$ cat config.mk
export PLATFORM = sky130hd
export DESIGN_NAME = lock_abs_peak_arb
export DESIGN_NICKNAME = d
export VERILOG_FILES = /design/src/rtl/lock_abs_peak_arb.sv
export SDC_FILE = /design/constraint.sdc
export NUM_CORES = 1
export LEC_CHECK = 0
export CORE_MARGIN = 2
export CORE_UTILIZATION = 45
export CTS_CLUSTER_DIAMETER = 60
export CTS_CLUSTER_SIZE = 20
export DETAILED_ROUTE_END_ITERATION = 8
export PLACE_DENSITY = 0.74
export SLEW_MARGIN = 5
export SYNTH_ARGS = -nofsm -noshare
export SYNTH_HDL_FRONTEND = slang
export SYNTH_SLANG_ARGS = --single-unit
$ cat constraint.sdc
create_clock -name clk_i -period 4.5 [get_ports clk_i]
set_input_delay 0.9 -clock clk_i [delete_from_list [all_inputs] [get_ports clk_i]]
set_output_delay 0.9 -clock clk_i [all_outputs]
set_load 0.02 [all_outputs]
$ cat src/rtl/lock_abs_peak_arb.sv
// lock_abs_peak_arb: round-robin arbiter feeding one shared saturating
// |x| stage, followed by per-channel windowed peak trackers.

// Per-channel window tracker: running max, sample count, published peak.
module lock_abs_peak_upd #(
  parameter int R = 14,
  parameter int W = 20
) (
  input  logic         clk,
  input  logic         rstn,
  input  logic         clr,
  input  logic         upd,
  input  logic [R-2:0] mag,
  input  logic [W-1:0] eff_len,
  output logic [R-2:0] peak,
  output logic         peak_vld
);
  logic [R-2:0] run_max;
  logic [W-1:0] cnt;
  logic [W:0]   cnt_nxt;
  logic [R-2:0] max_nxt;
  logic         closes;

  // Candidate max including the current sample, and window-close test.
  always_comb begin
    cnt_nxt = {1'b0, cnt} + (W+1)'(1);
    max_nxt = (mag > run_max) ? mag : run_max;
    closes  = cnt_nxt >= {1'b0, eff_len};
  end

  // Clear wins over updates; the published peak survives a clear.
  always_ff @(posedge clk) begin
    if (!rstn) begin
      run_max  <= '0;
      cnt      <= '0;
      peak     <= '0;
      peak_vld <= 1'b0;
    end else if (clr) begin
      run_max  <= '0;
      cnt      <= '0;
      peak_vld <= 1'b0;
    end else begin
      peak_vld <= 1'b0;
      if (upd) begin
        if (closes) begin
          peak     <= max_nxt;
          peak_vld <= 1'b1;
          run_max  <= '0;
          cnt      <= '0;
        end else begin
          run_max  <= max_nxt;
          cnt      <= cnt_nxt[W-1:0];
        end
      end
    end
  end
endmodule

module lock_abs_peak_arb #(
  parameter int R = 14,
  parameter int N = 4,
  parameter int W = 20
) (
  input  logic             clk_i,
  input  logic             rstn_i,
  input  logic [N-1:0]     ch_val_i,
  input  logic [N*R-1:0]   ch_dat_i,
  output logic [N-1:0]     ch_rdy_o,
  input  logic [W-1:0]     win_len_i,
  input  logic             clr_i,
  output logic [N*(R-1)-1:0] peak_o,
  output logic [N-1:0]     peak_vld_o,
  output logic             busy_o
);
  localparam int CW = $clog2(N);
  localparam int M  = R - 1;

  typedef struct packed {
    logic          vld;
    logic [CW-1:0] ch;
    logic [R-1:0]  dat;
  } stage_a_t;

  typedef struct packed {
    logic          vld;
    logic [CW-1:0] ch;
    logic [M-1:0]  mag;
  } stage_b_t;

  logic [CW-1:0] ptr;
  logic [CW-1:0] gidx;
  logic          gnt_any;
  logic [N-1:0]  grant;
  logic [R-1:0]  acc_dat;
  stage_a_t      sa;
  stage_b_t      sb;
  logic [M-1:0]  mag;
  logic [R-1:0]  neg;
  logic [W-1:0]  eff_len;

  // Round-robin search starting at the pointer, wrapping N-1 -> 0.
  always_comb begin
    int j;
    grant   = '0;
    gidx    = '0;
    gnt_any = 1'b0;
    acc_dat = '0;
    j       = 0;
    for (int i = 0; i < N; i++) begin
      j = int'(ptr) + i;
      if (j >= N) j = j - N;
      if (!gnt_any && ch_val_i[j]) begin
        gnt_any  = 1'b1;
        gidx     = CW'(j);
        grant[j] = 1'b1;
        acc_dat  = ch_dat_i[j*R +: R];
      end
    end
  end

  assign ch_rdy_o = grant;

  // Pointer moves past the granted channel; holds when nothing is valid.
  always_ff @(posedge clk_i) begin
    if (!rstn_i)
      ptr <= '0;
    else if (gnt_any)
      ptr <= (gidx == CW'(N-1)) ? '0 : gidx + CW'(1);
  end

  // Saturating magnitude: the most negative code maps to full scale.
  always_comb begin
    neg = -sa.dat;
    if (!sa.dat[R-1])
      mag = sa.dat[M-1:0];
    else if (sa.dat == {1'b1, {M{1'b0}}})
      mag = '1;
    else
      mag = neg[M-1:0];
  end

  // Two-stage pipeline; a clear drops both stages but still takes this
  // cycle's accept into stage A.
  always_ff @(posedge clk_i) begin
    if (!rstn_i) begin
      sa <= '0;
      sb <= '0;
    end else begin
      sa.vld <= gnt_any;
      sa.ch  <= gidx;
      sa.dat <= acc_dat;
      sb.vld <= sa.vld & ~clr_i;
      sb.ch  <= sa.ch;
      sb.mag <= mag;
    end
  end

  assign eff_len = (win_len_i == '0) ? W'(1) : win_len_i;
  assign busy_o  = sa.vld | sb.vld;

  for (genvar k = 0; k < N; k++) begin : g_ch
    lock_abs_peak_upd #(.R(R), .W(W)) u_upd (
      .clk      (clk_i),
      .rstn     (rstn_i),
      .clr      (clr_i),
      .upd      (sb.vld && (sb.ch == CW'(k))),
      .mag      (sb.mag),
      .eff_len  (eff_len),
      .peak     (peak_o[k*M +: M]),
      .peak_vld (peak_vld_o[k])
    );
  end
endmodule

# Yosys cells after proc, flatten, opt, wreduce, memory -nomap -nowiden
# Cells that the tools add are included.
# W data, S select, Z words.
# word_totals
reg_bits	223
input_bits	83
output_inout_bits	61
word_cells	165
# op_classes
n_addsub	13
mul	4
order_cmp	20
eq_ne	5
shifts	4
mux	60
n_bitwise	11
reduce_logical	25
# op_table
operator	count
$shiftx A56 B32 Y14	4
$mux W13	10
$ge A32 B1 Y1 const B	4
$lt A32 B4 Y1 const B	4
$mul A32 B4 Y31 const B	4
$mux W32	4
$mux W20	5
$add A20 B1 Y21 const B	4
$ge A21 B20 Y1	4
$mux W14	4
$gt A13 B13 Y1	4
$logic_not A20 Y1	1
$mux W1	20
$mux W4	4
$eq A14 B14 Y1 const B	1
$neg A13 Y13	1
$or A4 B4 Y4	3
$reduce_and A3 Y1	4
$reduce_or A3 Y1	4
$sub A3 B3 Y4 const B	3
$logic_and A1 B1 Y1	11
$mux W2	5
$ge A3 B3 Y1 const B	3
$bmux W1 S2	4
14 further kinds	27

# Depth between registers and ports, before layout
# depth
depth_word	17
mapped_depth	20
mapped_depth_nobuf	17

# By module
# A second synthesis with hierarchy kept.
# unflattened
hier_cells	3098
area_unflattened_um2	24200.7
# by_module_without_submodules
module	instances	cells_each	area_per_inst_um2	seq_area_each_um2
lock_abs_peak_upd	4	414	3402.0	940.9
lock_abs_peak_arb	1	1442	10592.7	700.7

# Worst setup path after synthesis
# Ideal clock, no wire load.
# synth_path
kind	reg2out
start	reg (tool-made name)
end	out ch_rdy_o[1]
arrival_ns	3.423
required_time_ns	3.600
path_slack_ns	0.177
path_stages_with_launch	14
path_buffers	8
path_cell_list	dfxtp_1 > buf_2 > inv_1 > clkbuf_1 > clkbuf_1 > clkbuf_1 > ha_1 > buf_2 > buf_2 > buf_2 > mux4_2 > and2_1 > clkbuf_1 > a221o_1
# synth_lines
element	line	text
end: declaration	68	output logic [N-1:0] ch_rdy_o,

# Final worst setup path
# layout_path
start	reg ptr[1]
end	out ch_rdy_o[2]
# layout_between
elab_chain_len	15
elab_cells_between_ends	63
cone_classes	add/sub (7); order compare (12); mux (31); bitwise (3); reduce/logical (10)
# layout_lines
element	line	text
start: declaration	90	logic [CW-1:0] ptr;
start signal: assignment	128	ptr <= (gidx == CW'(N-1)) ? '0 : gidx + CW'(1);
branches (longest 14 deep; another with $ge A32 B1 Y1)	-	
$mux W4 (*)	112	if (!gnt_any && ch_val_i[j]) begin
# Mark *: on every way between the ends. The select of a mux whose other input is x is not followed.

==> results.md <==
- TNS Setup: 0 ps
- DRT Pass-1 Iters: 8
- HP Class: reg2reg
- Antenna Nets Post-Route: 0
- Post-place setup slack: -157 ps
- Cell count after synthesis: roughly 2700
- Count leader, synth: nand2_1
- Clk buf depth: 3
- Syn_area_per_cell: a little under 8 um^2
- Max Fclk: 229 MHz
- GRT Resource Usage Total: just over 30%
- R2r setup slk: just under 300 ps
- Actual slew at the worst max-slew pin: approximately 1100 ps
- R2r startpoint: g_ch[3].u_upd.cnt[0]
- Number of port buffers: 143
- Pin count of the biggest net entering global routing: 81
- Die Area: 48900 um^2
- Register area share after synthesis: about a fifth
- Synth top area cells: dfxtp_1, ha_1, mux2i_1
- Clk network pwr share: 11.7%
- CTS tree: built
- Design Power: between 10 and 15 mW
- Psw: 7.64 mW
- Outcome: completed
- Starting density of the core: between 40% and 50%
- Most common library cells after synthesis: nand2_1, nor2_1, dfxtp_1
- Cell taking the most area after synthesis: dfxtp_1
- Row cnt: 79
- Final setup margin: ~140 ps
- Die Span Y: 221 um
- Total Wirelength: a little under 80000 um
- Sw Ratio: 52.4%
- Crit-path max FO: 15
- Crit Path Category: reg2out
- Yosys warnings: 0
- Root buffer cell: clkbuf_16
- MaxCap Viol Count: 0
- Worst Hold End: sb[13]
- Core Area: between 40000 and 50000 um^2
- Mapped Area: approximately 21000 um^2
- Crit path DAT: 3460 ps
- Syn_nets: 2959
- IO Count: between 100 and 150
- Post-synth EDFFs: 0
- Tmin final: 4360 ps
- R2R depth: 18
- Total Nets Final: around 3000
- Number of vias after detailed routing: 22300
- Drt drc: 0
- Synth async-reset ratio: 0%
- Hold Fails Final Rpt: 0
- Utilization after layout: between 50% and 60%
- H-Tree Depth: 1
- Hold Path Stages: 1
- Fillers: 4404
- Final hold slack: approximately 440 ps
- #FFs+latches synth: 223
- Hpwl dp: 59500 um
- P&R area growth vs syn: 13.5%
- Post-synth cell types: 94
- Cell Pwr Density: between 600 and 700 nW/um^2
- Clock Sinks: roughly 220
- DR vias/cell: ~6.5
- Worst flop-to-flop path endpoint: g_ch[3].u_upd.run_max[8]
- IR drop worst, VDD: approximately 0.54 mV
- Sequential Power Share: about 15%
- DRT iter0 DRCs: ~2700
- Synth top area share: a little over a fifth
- Pleak: ~9.4 nW
- Hold-fix buffer count after cts: 0
- CP Capture Type: output port
- Fin. max-slew vios: 0
- Clock Latency Late Sink: ~520 ps
- Period utilization: between 90% and 100%
- Layout Skew: ~14 ps
- Layout cells sized above 1: around 11%
- Worst Setup Start Kind: register
- Final setup viols: 0
- Min-delay src: sa[14]
- Crit-path cells: buf_4 > inv_1 > ha_4 > mux4_2 > nor3_2 > and2_1 > a221o_1 > clkdlybuf4s50_1
- Logic gate share of total power: between 70% and 80%
- Total grt overflow: 0
- Total CTS buffers: 18
- DIE WIDTH: approximately 220 um
- Slew margin rel.: between 20% and 30%
- Antenna violations before repair: 2
- Crit-path max cell delay: 640 ps
- Post-synth top flop: dfxtp_1
- Cell-internal power: 6.94 mW
- Final GP Congestion: around 1
- Clock-pin slew on the worst setup and hold paths: roughly 80 ps
- Slowest-stage cell, CP: clkdlybuf4s50_1
- Global-route wire length before repair: around 120000 um
- CP Data Required Time: approximately 3600 ps
- Wire per inst: 23.1 um
- Number of global-route vias before repair: 21000
[state kept, by name, indices dropped and copies added (netlist names), named ones only]
signal               flops
sb                      16
ptr                      1
g_ch.u_upd.peak_vld      4
sa                      17
g_ch.u_upd.run_max      52
g_ch.u_upd.peak         52
g_ch.u_upd.cnt          80
[how the worst max path moves through the flow]
stage / startpoint / to / slack (ps) / cells past startpoint
after floorplan: register / ch_rdy_o[1] / 180 / 13
after global placement: win_len_i[5] / g_ch[1].u_upd.peak[12] / -50 / 13
after detailed placement: win_len_i[19] / g_ch[1].u_upd.peak[12] / -160 / 13
after CTS: ptr[1] / ch_rdy_o[2] / 40 / 8
after global routing: g_ch[3].u_upd.cnt[0] / g_ch[3].u_upd.cnt[2] / -10 / 19
final: ptr[1] / ch_rdy_o[2] / 140 / 8
[kinds of logic (layout without fill, tap and decap cells)]
kind of cell,Yosys count,count (layout),share of synthesized area (%)
adders and majority gates,136,136,8.01
AOI/OAI and AO/OA,830,830,26.4
muxes,215,215,13.0
buffers and inverters,327,397,6.37
xor gates and xnor gates,104,104,4.42
other,0,1,0
DFF,223,223,21.0
and+or+nand+nor,906,906,20.9
[area by class of cell]
| type | count | area, um^2 | share of cell area, % |
|---|---|---|---|
| flip-flops and latches | 223 | 4470 | 18.6 |
| inverters | 111 | 417 | 1.73 |
| multi-input cells | 2191 | 15500 | 64.2 |
| repair buffers | 257 | 2360 | 9.81 |
| diodes | 1 | 2.50 | 0.0104 |
| clock inverters | 9 | 120 | 0.499 |
| clock buffers | 20 | 489 | 2.03 |
| well taps | 607 | 759 | 3.15 |
[stage by stage]
step | std cells | area (um^2)
floorplan | 2741 | 21200
finish | 3419 | 24100
CTS | 3418 | 24100
detailed placement | 3389 | 23500
global route | 3418 | 24100
global placement | 3389 | 23500
[power by group through the flow]
stage | Sequential (mW) | Clock, mW | Combinational, mW
CTS | 2.23 | 1.73 | 10.3
detailed placement | 2.28 | 0 | 10.3
finish | 2.23 | 1.70 | 10.6
global route | 2.25 | 1.81 | 11.3
floorplan | 2.24 | 0 | 7.27
global placement | 2.28 | 0 | 10.1
[what timing repair did]
item                       4_1_cts  5_1_grt
resized for setup                0        9
setup buffers                    0        0
setup endpoints to repair        0       78
[metal layers]
layer / global-route usage, % / share of wire (%)
met1: 42.2 / 42
met2: 48.1 / 44
met3: 5.06 / 9.6
met4: 12.3 / 4.4
met5: 0 / 0.014
[critical path, delay by kind of cell, from the launching register on]
| family | cells | cell delay [ps] |
|---|---|---|
| adder cells (fa/ha/maj) | 1 | 450 |
| AND/OR/NAND/NOR | 2 | 530 |
| multiplexers | 1 | 420 |
| flip-flops | 1 | 310 |
| AO/OA/AOI/OAI | 1 | 250 |
| buffers and inverters | 3 | 990 |
[layout by cell type (no fill, tap or decap), drive strengths merged, types with 48 or more instances in the layout]
master | netlist | layout
nand2 | 280 | 280
xnor2 | 54 | 54
o211ai | 51 | 51
buf | 93 | 114
nor3 | 58 | 58
mux2 | 56 | 56
a22o | 66 | 66
ha | 135 | 135
clkdlybuf4s50 | 0 | 143
o21ai | 161 | 161
xor2 | 48 | 48
nand3 | 97 | 97
nor2 | 231 | 231
inv | 110 | 114
mux2i | 117 | 117
a211oi | 84 | 84
a21oi | 195 | 195
dfxtp | 223 | 223
Power figures use the tool's default switching activity.
